===== src/rtl/uart_rx.sv =====
// UART receiver: 2-flop synchronized rx, mid-bit sampling, LSB-first data,
// optional parity and one stop bit; reports each frame with a one-cycle done pulse.
module uart_rx #(
  parameter int CLKS_PER_BIT  = 434,
  parameter int NUM_DATA_BITS = 8,
  parameter int PARITY_EN     = 1,
  parameter int PARITY_ODD    = 0
) (
  input  logic                     clk,
  input  logic                     reset,
  input  logic                     enable,
  input  logic                     rx,
  output logic [NUM_DATA_BITS-1:0] data,
  output logic                     done,
  output logic                     busy,
  output logic                     parity_err,
  output logic                     frame_err,
  output logic                     error
);

  localparam int CW = $clog2(CLKS_PER_BIT);
  localparam int BW = (NUM_DATA_BITS > 1) ? $clog2(NUM_DATA_BITS) : 1;
  localparam logic [CW-1:0] HALF_CNT = CW'(CLKS_PER_BIT / 2 - 1);
  localparam logic [CW-1:0] FULL_CNT = CW'(CLKS_PER_BIT - 1);
  localparam logic [BW-1:0] LAST_IDX = BW'(NUM_DATA_BITS - 1);

  typedef enum logic [2:0] {
    ST_IDLE   = 3'd0,
    ST_START  = 3'd1,
    ST_DATA   = 3'd2,
    ST_PARITY = 3'd3,
    ST_STOP   = 3'd4
  } state_t;

  function automatic logic parity_expect(input logic [NUM_DATA_BITS-1:0] w);
    return (PARITY_ODD != 0) ? ~^w : ^w;
  endfunction

  state_t                   state_q, state_d;
  logic [CW-1:0]            clk_cnt_q, clk_cnt_d;
  logic [BW-1:0]            bit_idx_q, bit_idx_d;
  logic [NUM_DATA_BITS-1:0] shift_q, shift_d;
  logic [NUM_DATA_BITS-1:0] data_q, data_d;
  logic                     perr_lat_q, perr_lat_d;
  logic                     done_q, done_d;
  logic                     busy_q, busy_d;
  logic                     parity_err_q, parity_err_d;
  logic                     frame_err_q, frame_err_d;
  logic                     error_q, error_d;
  logic                     rx_meta_q, rs_q, rx_prev_q;

  // Synchronizer keeps running while disabled; only reset forces it to idle-high.
  always_ff @(posedge clk) begin
    if (reset) begin
      rx_meta_q <= 1'b1;
      rs_q      <= 1'b1;
      rx_prev_q <= 1'b1;
    end else begin
      rx_meta_q <= rx;
      rs_q      <= rx_meta_q;
      rx_prev_q <= rs_q;
    end
  end

  always_ff @(posedge clk) begin
    if (reset || !enable) begin
      state_q      <= ST_IDLE;
      clk_cnt_q    <= '0;
      bit_idx_q    <= '0;
      shift_q      <= '0;
      data_q       <= '0;
      perr_lat_q   <= 1'b0;
      done_q       <= 1'b0;
      busy_q       <= 1'b0;
      parity_err_q <= 1'b0;
      frame_err_q  <= 1'b0;
      error_q      <= 1'b0;
    end else begin
      state_q      <= state_d;
      clk_cnt_q    <= clk_cnt_d;
      bit_idx_q    <= bit_idx_d;
      shift_q      <= shift_d;
      data_q       <= data_d;
      perr_lat_q   <= perr_lat_d;
      done_q       <= done_d;
      busy_q       <= busy_d;
      parity_err_q <= parity_err_d;
      frame_err_q  <= frame_err_d;
      error_q      <= error_d;
    end
  end

  always_comb begin
    state_d      = state_q;
    clk_cnt_d    = clk_cnt_q;
    bit_idx_d    = bit_idx_q;
    shift_d      = shift_q;
    data_d       = data_q;
    perr_lat_d   = perr_lat_q;
    done_d       = 1'b0;
    parity_err_d = 1'b0;
    frame_err_d  = 1'b0;
    error_d      = 1'b0;
    case (state_q)
      ST_IDLE: begin
        // Only a fresh 1->0 edge starts a frame, so a held-low line never retriggers.
        if (rx_prev_q && !rs_q) begin
          state_d    = ST_START;
          clk_cnt_d  = '0;
          bit_idx_d  = '0;
          perr_lat_d = 1'b0;
        end else begin
          state_d = ST_IDLE;
        end
      end
      ST_START: begin
        if (clk_cnt_q == HALF_CNT) begin
          clk_cnt_d = '0;
          bit_idx_d = '0;
          state_d   = rs_q ? ST_IDLE : ST_DATA;
        end else begin
          clk_cnt_d = clk_cnt_q + CW'(1);
        end
      end
      ST_DATA: begin
        if (clk_cnt_q == FULL_CNT) begin
          clk_cnt_d          = '0;
          shift_d[bit_idx_q] = rs_q;
          if (bit_idx_q == LAST_IDX) begin
            state_d = (PARITY_EN != 0) ? ST_PARITY : ST_STOP;
          end else begin
            bit_idx_d = bit_idx_q + BW'(1);
          end
        end else begin
          clk_cnt_d = clk_cnt_q + CW'(1);
        end
      end
      ST_PARITY: begin
        if (clk_cnt_q == FULL_CNT) begin
          clk_cnt_d  = '0;
          perr_lat_d = (rs_q != parity_expect(shift_q));
          state_d    = ST_STOP;
        end else begin
          clk_cnt_d = clk_cnt_q + CW'(1);
        end
      end
      ST_STOP: begin
        if (clk_cnt_q == FULL_CNT) begin
          clk_cnt_d    = '0;
          done_d       = 1'b1;
          data_d       = shift_q;
          parity_err_d = perr_lat_q;
          frame_err_d  = !rs_q;
          error_d      = perr_lat_q || !rs_q;
          state_d      = ST_IDLE;
        end else begin
          clk_cnt_d = clk_cnt_q + CW'(1);
        end
      end
      default: begin
        state_d   = ST_IDLE;
        clk_cnt_d = '0;
      end
    endcase
    busy_d = (state_d != ST_IDLE);
  end

  assign data       = data_q;
  assign done       = done_q;
  assign busy       = busy_q;
  assign parity_err = parity_err_q;
  assign frame_err  = frame_err_q;
  assign error      = error_q;

endmodule


===== config.mk =====
export PLATFORM = sky130hd
export DESIGN_NAME = uart_rx
export DESIGN_NICKNAME = d
export VERILOG_FILES = /design/src/rtl/uart_rx.sv
export SDC_FILE = /design/constraint.sdc
export NUM_CORES = 1
export LEC_CHECK = 0
export ABC_AREA = 0
export CAP_MARGIN = 25
export CORE_MARGIN = 2
export CORE_UTILIZATION = 51
export DETAILED_ROUTE_END_ITERATION = 6
export HOLD_SLACK_MARGIN = 0.03
export PLACE_DENSITY = 0.75
export SYNTH_ARGS = -nofsm -noshare
export SYNTH_HDL_FRONTEND = slang
export SYNTH_SLANG_ARGS = --single-unit

===== constraint.sdc =====
create_clock -name clk -period 2 [get_ports clk]
set_input_delay 0.3 -clock clk [delete_from_list [all_inputs] [get_ports clk]]
set_output_delay 0.3 -clock clk [all_outputs]
set_load 0.005 [all_outputs]

**After elaboration in Yosys (flattened, before gate mapping)**

Index checks and enable logic that the tools add are counted.

- Input bits: 4
- Flip-flop bits (word level): 40
- Logic and storage cells: 75

- Eq/ne operators: 13
- Magnitude comparators: 2
- Reductions and logical operators: 18
- Muxes and demuxes: 24
- $add $sub $neg: 2
- Bitwise gates (word level): 2

Operators with widths:

| operator | number |
|---|---|
| $mux 3 | 9 |
| $mux 9 | 3 |
| $pmux 9 s3 | 1 |
| $pmux 3 s5 | 1 |
| $ne 2x2->1 const B | 5 |
| $add 9x1->9 const B | 1 |
| $eq 9x8->1 const B | 1 |
| $eq 9x9->1 const B | 1 |
| $pmux 3 s3 | 1 |
| $bwmux 8 | 1 |
| $reduce_xor 8->1 | 1 |
| $eq 3x2->1 const B | 2 |
| $eq 3x3->1 const B | 2 |
| $reduce_bool 3->1 | 2 |
| $reduce_or 3->1 | 2 |
| $mux 1 | 5 |
| $reduce_and 5->1 | 1 |
| $lt 3x4->1 const B | 1 |
| $reduce_and 2->1 | 2 |
| $add 3x1->3 const B | 1 |
| $demux 1 s3 | 1 |
| $eq 3x1->1 const B | 1 |
| $ge 3x1->1 const B | 1 |
| $logic_not 3->1 | 1 |
| 10 further kinds | 14 |

**Depth between registers and ports, before layout**

Gate-level depths: netlist (run 1).

- Word-level depth: 5
- Depth in mapped cells: 8
- Depth with buffers taken out: 6

**Worst setup path before layout (run 1)**

No wires, ideal clock.

- Path type: reg2reg
- Start: register clk_cnt_q[6]
- End: register shift_q[3]
- Cell stages (with the launch flop): 6
- Period minus slack after synthesis: 1.999 ns
- Data required time: 1.930 ns
- Setup slack: 0.001 ns
- Data arrival time: 1.928 ns
- Cells stage by stage: dfxtp_1 -> buf_6 -> or4b_4 -> or4_4 -> or3_1 -> a21oi_1

- Longest elaborated chain between the ends: 2

Ends and longest elaborated chain:

| item | line | RTL |
|---|---|---|
| start, declared | 40 | `logic [CW-1:0] clk_cnt_q, clk_cnt_d;` |
| start signal, assigned | 80 | `clk_cnt_q <= clk_cnt_d;` |
| $eq 9x9->1 | 126 | `if (clk_cnt_q == FULL_CNT) begin` |
| $reduce_and 2->1 (no line) | -- |  |
| end signal, assigned | 82 | `shift_q <= shift_d;` |
| end, declared | 42 | `logic [NUM_DATA_BITS-1:0] shift_q, shift_d;` |

No other way between the ends.
A chain may end at the register's enable or synchronous reset.

**Worst setup path after layout (run 1)**

Ends and elaborated chain as after synthesis.

==> impl_results.md, run 1 <==
- GRT Overall Usage: 21.5%
- CTS Sinks: 40
- H-tree depth: 2
- Placer Congestion: 0.867
- Flop pwr share: 56.9%
- Initial DRC Count: 148
- Worst path arrival time: 2.11 ns
- CP Launch Type: register
- Netlist Area Pre-Place: 1970 sq um
- Crit. End Element: register
- Ports: 17
- Static Leakage: 0.824 nW
- Total congestion overflow: 0
- CP max stage delay: 0.54 ns
- Vias in the first global route: 1521
- Asr flop ratio synth: 0%
- Area contributors post-synth: dfxtp_1, mux2i_1, a21oi_1
- YS warnings: 0
- Switching share of power: 22.0%
- Crit Path Max Fanout: 5
- Worst VDD drop: 460 uV
- WP data required: 2.22 ns
- Post-synthesis cell type count: 47
- First-pass GRT wire length: 7140 microns
- Placed Area: 2280 sq um
- Die width: 66.1 microns
- ANT cells: 0
- Avg Inst Size Synth: 8.68 sq um
- CTS Buf Count: 5
- Area share of the largest cell type after synthesis: 40.7%
- Gate power share: 3.7%
- Setup TNS Final: 0 ns
- Cell Chain, Critical Path: or4b_4 -> or4_4 -> or3_1 -> a21oi_1
- Largest net degree at the start of global routing: 22
- Via count: 1753
- Max Cap Viol: 0
- Worst min path class: reg2reg
- Max-slew violations: 0
- Core Box Area: 3690 sq um
- Post-synthesis sequential area ratio: 40.7%
- Antenna violations before repair: 0
- Clk root buf: clkbuf_8
- Initial Util: 53.4%
- Top post-synthesis cells by count: dfxtp_1, a21oi_1, nand2_1
- Crit path kind: reg2reg
- Port bufs: 16
- Max Clock Skew: 0.00508 ns
- Total length of routed wires: 4200 microns
- Area Growth Syn to Fin: 20.9%
- Rows: 22
- Util after Layout: 64.6%
- Most area-hungry cell type in the Yosys netlist: dfxtp_1
- CTS tree: built
- Slew margin rel.: 69.0%
- Tightest Pin Transition: 0.463 ns
- ANT nets after route: 0
- Register bit total from synthesis: 40
- Crit path max-delay family: simple AND/OR/NAND/NOR gates
- Final min period: 1.89 ns
- Clock share of power: 39.4%
- Fill count: 322
- Design Area, Final: 2380 sq um
- Buffers and inverters on the worst path: 0
- Final Hold Slack: 0.412 ns
- Tcrit/Tclk final: 94.6%
- Final-report hold violation count: 0
- Predominant post-synthesis flop cell: dfxtp_1
- Die height: 66.1 microns
- CP max stage cell: or4b_4
- Post-synth EDFFs: 0
- Psw: 310 uW
- Endpoints failing setup: 0
- 1st-pass router iterations: 4
- DP Worst Slack: 0.0158 ns
- Share of cells above drive strength 1: 14.7%
- Final-stage net count: 266
- Max Freq: 528 MHz
- RSZ-0062 raised after global routing: false
- Final worst setup slack: 0.108 ns
- Clock Latency Late Sink: 0.29 ns
- Synthesized instance count: 227
- Top-count cell post-synth: dfxtp_1
- Wire length per cell: 13.7 microns
- Status: finished, final reports clean
- Dpl hpwl: 3120 microns
- Internal: 1.10 mW
- Clock slew at reported path FFs: 0.08 ns
- Die Area: 4370 sq um
- PwrDens: 593 nW/um^2
- Avg Vias per Cell: 5.73
- Post-CTS setup buffer count: 0
- Syn Nets: 236
- # DRC: 0
- Clock tree buffer depth: 2
==> per-stage QoR <==
stage / std cells / power (mW)
global placement: 298 / 0.873
detailed placement: 298 / 0.873
CTS: 306 / 1.42
global route: 306 / 1.46
finish: 306 / 1.41
floorplan: 227 / 0.850
==> layout by cell type, fill, tap and decap left out, types with 3 or more instances in the layout <==
| cell | count |
|---|---|
| o21ai_0 | 10 |
| o22ai_1 | 7 |
| mux2i_1 | 11 |
| or3_1 | 5 |
| nand3_1 | 11 |
| nor4_1 | 4 |
| nand2_1 | 20 |
| nor3_1 | 3 |
| xnor2_1 | 4 |
| nand4_1 | 4 |
| nor2b_1 | 7 |
| clkdlybuf4s50_1 | 16 |
| dfxtp_1 | 38 |
| buf_4 | 20 |
| nor2_1 | 16 |
| clkbuf_8 | 6 |
| a21oi_1 | 20 |
| nand2b_1 | 4 |
| ha_1 | 5 |
| or2_2 | 3 |
| nor3b_1 | 3 |
| inv_1 | 6 |
| and4_1 | 3 |
==> cell families after synthesis <==
kind of cell / share of synthesized area (%)
xor+xnor: 3.37
fa+ha+maj: 3.18
mux: 5.59
simple gates: 25.3
compound gates: 17.7
buf+inv: 4.26
flops: 40.7
==> layout make-up <==
class	instances	area, sq um	area share [%]
tap	48	60.1	2.52
clock buffer	6	82.6	3.47
multi-input combinational	168	1090	45.7
inverter	6	22.5	0.946
sequential	40	803	33.7
clock inverter	2	15.0	0.631
timing repair buffer	36	310	13.0
==> routing by layer <==
metal | global-route usage, % | vias to the layer above | wire (microns)
met1 | 31.0 | 820 | 2000
met5 | 0 | - | 0
met4 | 7.65 | 0 | 47
met3 | 3.58 | 5 | 252
li1 | - | 882 | -
met2 | 32.1 | 46 | 1910
==> sequential cells by signal, summed over array words and instances, names as in the netlist <==
signal	flops
bit_idx_q	3
busy	1
clk_cnt_q	9
data	8
done	1
error	1
frame_err	1
parity_err	1
perr_lat_q	1
rs_q	1
rx_meta_q	1
rx_prev_q	1
shift_q	8
state_q	3
==> power groups by stage <==
stage                     Clock, mW  Sequential [mW]  Combinational, mW
after CTS                     0.568            0.803             0.0516
after detailed placement          0            0.822             0.0513
after global routing          0.602            0.804             0.0564
final                         0.556            0.803             0.0517
after floorplan                   0            0.819             0.0305
after global placement            0            0.822             0.0514
==> worst paths after layout <==
check	from	endpoint	slack, ns	cells after the start
max	clk_cnt_q[6]$_SDFFE_PP0P_	shift_q[3]$_SDFFE_PP0P_	0.11	4
min	rx_meta_q$_SDFF_PP1_	rs_q$_SDFF_PP1_	0.41	1
max reg2reg	clk_cnt_q[6]$_SDFFE_PP0P_	shift_q[3]$_SDFFE_PP0P_	0.11	4
min reg2reg	rx_meta_q$_SDFF_PP1_	rs_q$_SDFF_PP1_	0.41	1
==> worst reg2reg max path: stages (launching register included) <==
cell	delay, ns
dfxtp_1	0.31
or4b_4	0.54
or4_4	0.47
or3_1	0.36
a21oi_1	0.14
==> timing repair <==
item | CTS | global route
setup endpoints to repair | 0 | 1
hold buffers | 0 | 0
resized for setup | 0 | 3
No activity file was read; power rests on OpenSTA's default activity.
==> run 2, diff against run 1 <==
--- a/config.mk
+++ b/config.mk
@@ -7,8 +7,10 @@
 export LEC_CHECK = 0
 export ABC_AREA = 0
 export CAP_MARGIN = 25
+export CELL_PAD_IN_SITES_DETAIL_PLACEMENT = 0
+export CELL_PAD_IN_SITES_GLOBAL_PLACEMENT = 1
 export CORE_MARGIN = 2
-export CORE_UTILIZATION = 51
+export CORE_UTILIZATION = 39
 export DETAILED_ROUTE_END_ITERATION = 6
 export HOLD_SLACK_MARGIN = 0.03
 export PLACE_DENSITY = 0.75
==> run 2 against run 1 <==
Via count down 1.7%. Critical path depth unchanged. Worst hold slack better by 0.0019 ns.
==> impl_results.md, run 2 (synthesis results as in run 1) <==
- Max Freq: 515 MHz (was 528 MHz)
- Clock slew at reported path FFs: 0.08 ns (about the same)
- Final-stage net count: 269 (was 266)
- Ports: 17 (unchanged)
- Worst VDD drop: 385 uV (was 460 uV)
- Largest net degree at the start of global routing: 16 (was 22)
- Die height: 75.1 microns (was 66.1 microns)
- # DRC: 0 (unchanged)
- Gate power share: 3.9% (was 3.7%)
- First-pass GRT wire length: 7310 microns (was 7140 microns)
- Largest register by flop count: clk_cnt_q (unchanged)
- Crit Path Max Fanout: 5 (unchanged)
- Endpoints failing setup: 0 (unchanged)
- Internal: 1.06 mW (was 1.10 mW)
- Clock share of power: 38.1% (was 39.4%)
- Max Cap Viol: 0 (unchanged)
- WP data required: 2.23 ns (was 2.22 ns)
- Share of cells above drive strength 1: 15.0% (was 14.7%)
- Clk root buf: clkbuf_8 (unchanged)
- Max-slew violations: 0 (unchanged)
- Util after Layout: 50.6% (was 64.6%)
- ANT cells: 0 (unchanged)
- Max Clock Skew: 0.00569 ns (was 0.00508 ns)
- Switching share of power: 23.5% (was 22.0%)
- Tightest Pin Transition: 0.462 ns (was 0.463 ns)
- ANT nets after route: 0 (unchanged)
- Tcrit/Tclk final: 97.1% (was 94.6%)
- Wire length per cell: 13.9 microns (was 13.7 microns)
- CTS tree: built (unchanged)
- Final-report hold violation count: 0 (unchanged)
- Antenna violations before repair: 0 (unchanged)
- Status: finished, final reports clean (unchanged)
- Vias in the first global route: 1504 (was 1521)
- Total length of routed wires: 4530 microns (was 4200 microns)
- Worst Min Path Start: rx_meta_q$_SDFF_PP1_ (unchanged)
- Die Area: 5630 sq um (was 4370 sq um)
- Most frequent cells in the layout: dfxtp_1, buf_4, nand2_1, a21oi_1 (was dfxtp_1, nand2_1, a21oi_1, buf_4)
- Worst min path class: reg2reg (unchanged)
- RSZ-0062 raised after global routing: false (unchanged)
- 1st-pass router iterations: 4 (unchanged)
- Clock Latency Late Sink: 0.30 ns (was 0.29 ns)
- Dpl hpwl: 3260 microns (was 3120 microns)
- Initial DRC Count: 116 (was 148)
- Flop pwr share: 57.9% (was 56.9%)
- Static Leakage: 0.834 nW (was 0.824 nW)
- GRT Overall Usage: 17.4% (was 21.5%)
- PwrDens: 572 nW/um^2 (was 593 nW/um^2)
- Placer Congestion: 0.757 (was 0.867)
- Worst path arrival time: 2.18 ns (was 2.11 ns)
- Inst Count DP: 320 (was 298)
- Fill count: 471 (was 322)
- FF-to-FF path depth: 4 (unchanged)
- Total congestion overflow: 0 (unchanged)
- Setup crit start: state_q[1]$_SDFF_PP0_ (was clk_cnt_q[6]$_SDFFE_PP0P_)
- Placed Area: 2340 sq um (was 2280 sq um)
- Avg Vias per Cell: 5.27 (was 5.73)
- Core Box Area: 4790 sq um (was 3690 sq um)
- Final min period: 1.94 ns (was 1.89 ns)
- Port bufs: 16 (unchanged)
- Rows: 25 (was 22)
- Design Area, Final: 2420 sq um (was 2380 sq um)
- Crit. End Element: register (unchanged)
- Psw: 326 uW (was 310 uW)
- Post-route insts no fill: 327 (was 306)
- CTS Sinks: 40 (unchanged)
- H-tree depth: 2 (unchanged)
- Area Growth Syn to Fin: 22.9% (was 20.9%)
- CP Launch Type: register (unchanged)
- Post-CTS setup buffer count: 0 (unchanged)
- Crit path kind: reg2reg (unchanged)
- Setup TNS Final: 0 ns (unchanged)
- Via count: 1724 (was 1753)
- Final Hold Slack: 0.414 ns (was 0.412 ns)
- Most common cell after layout, fill and taps aside: dfxtp_1 (unchanged)
- Clock tree buffer depth: 2 (unchanged)
- Initial Util: 41.2% (was 53.4%)
- Die width: 75.1 microns (was 66.1 microns)
- Largest register FFs: 9 (unchanged)
- Hold Crit Depth: 1 (unchanged)
- Slew margin rel.: 69.2% (was 69.0%)
- CTS Buf Count: 5 (unchanged)
- RR Startpoint: state_q[1]$_SDFF_PP0_ (was clk_cnt_q[6]$_SDFFE_PP0P_)
run 2: cell types whose count changed in the layout (fill, tap and decap cells not counted), sizes merged:
cell      delta
buf          +3
clkinvlp     -1
clkinv       +1
clkbuf       -1
run 2: worst max-delay path: stages, from the launching register on:
cell     delay [ns]
dfxtp_1        0.33
or3b_2         0.51
or4_4          0.57
or3_1          0.36
a21oi_1        0.12
run 2: area by class of cell:
type	instances	area (sq um)	area share, %
timing repair buffer	39	345	14.3
clock buffer	5	68.8	2.84
tap	67	83.8	3.46
clock inverter	2	12.5	0.517
multi-input combinational	168	1090	44.9
sequential	40	801	33.1
inverter	6	22.5	0.931
run 2: power by group through the flow:
stage | registers [mW] | logic, mW | clock network [mW]
global route | 0.803 | 0.0600 | 0.569
finish | 0.803 | 0.0546 | 0.528
detailed placement | 0.822 | 0.0543 | 0
global placement | 0.821 | 0.0547 | 0
floorplan | 0.819 | 0.0305 | 0
CTS | 0.803 | 0.0546 | 0.540
run 2: path summary, 6_finish.rpt:
path / slack (ns) / endpoint
worst min-delay path: 0.41 / rs_q$_SDFF_PP1_
worst min register to register: 0.41 / rs_q$_SDFF_PP1_
worst max register to register: 0.06 / shift_q[3]$_SDFFE_PP0P_
worst max-delay path: 0.06 / shift_q[3]$_SDFFE_PP0P_
run 2: through the flow:
stage                     total power, mW  worst slack [ns]
final                                1.39            0.0584
after detailed placement            0.876            0.0510
after CTS                            1.40            0.0253
after global placement              0.876            0.0788
after global routing                 1.43           0.00173
after floorplan                     0.850           0.00111
run 2: repair_timing:
item,CTS,global route
gates resized for setup,0,1
endpoints found under the setup margin,0,4
hold buffers,0,0
run 2: routing by layer:
| metal | track usage, % | vias to the layer above | wire (microns) |
|---|---|---|---|
| met5 | 0 | - | 0 |
| met3 | 2.81 | 7 | 186 |
| met1 | 25.7 | 795 | 2370 |
| li1 | - | 886 | - |
| met2 | 24.6 | 36 | 1900 |
| met4 | 8.33 | 0 | 82 |
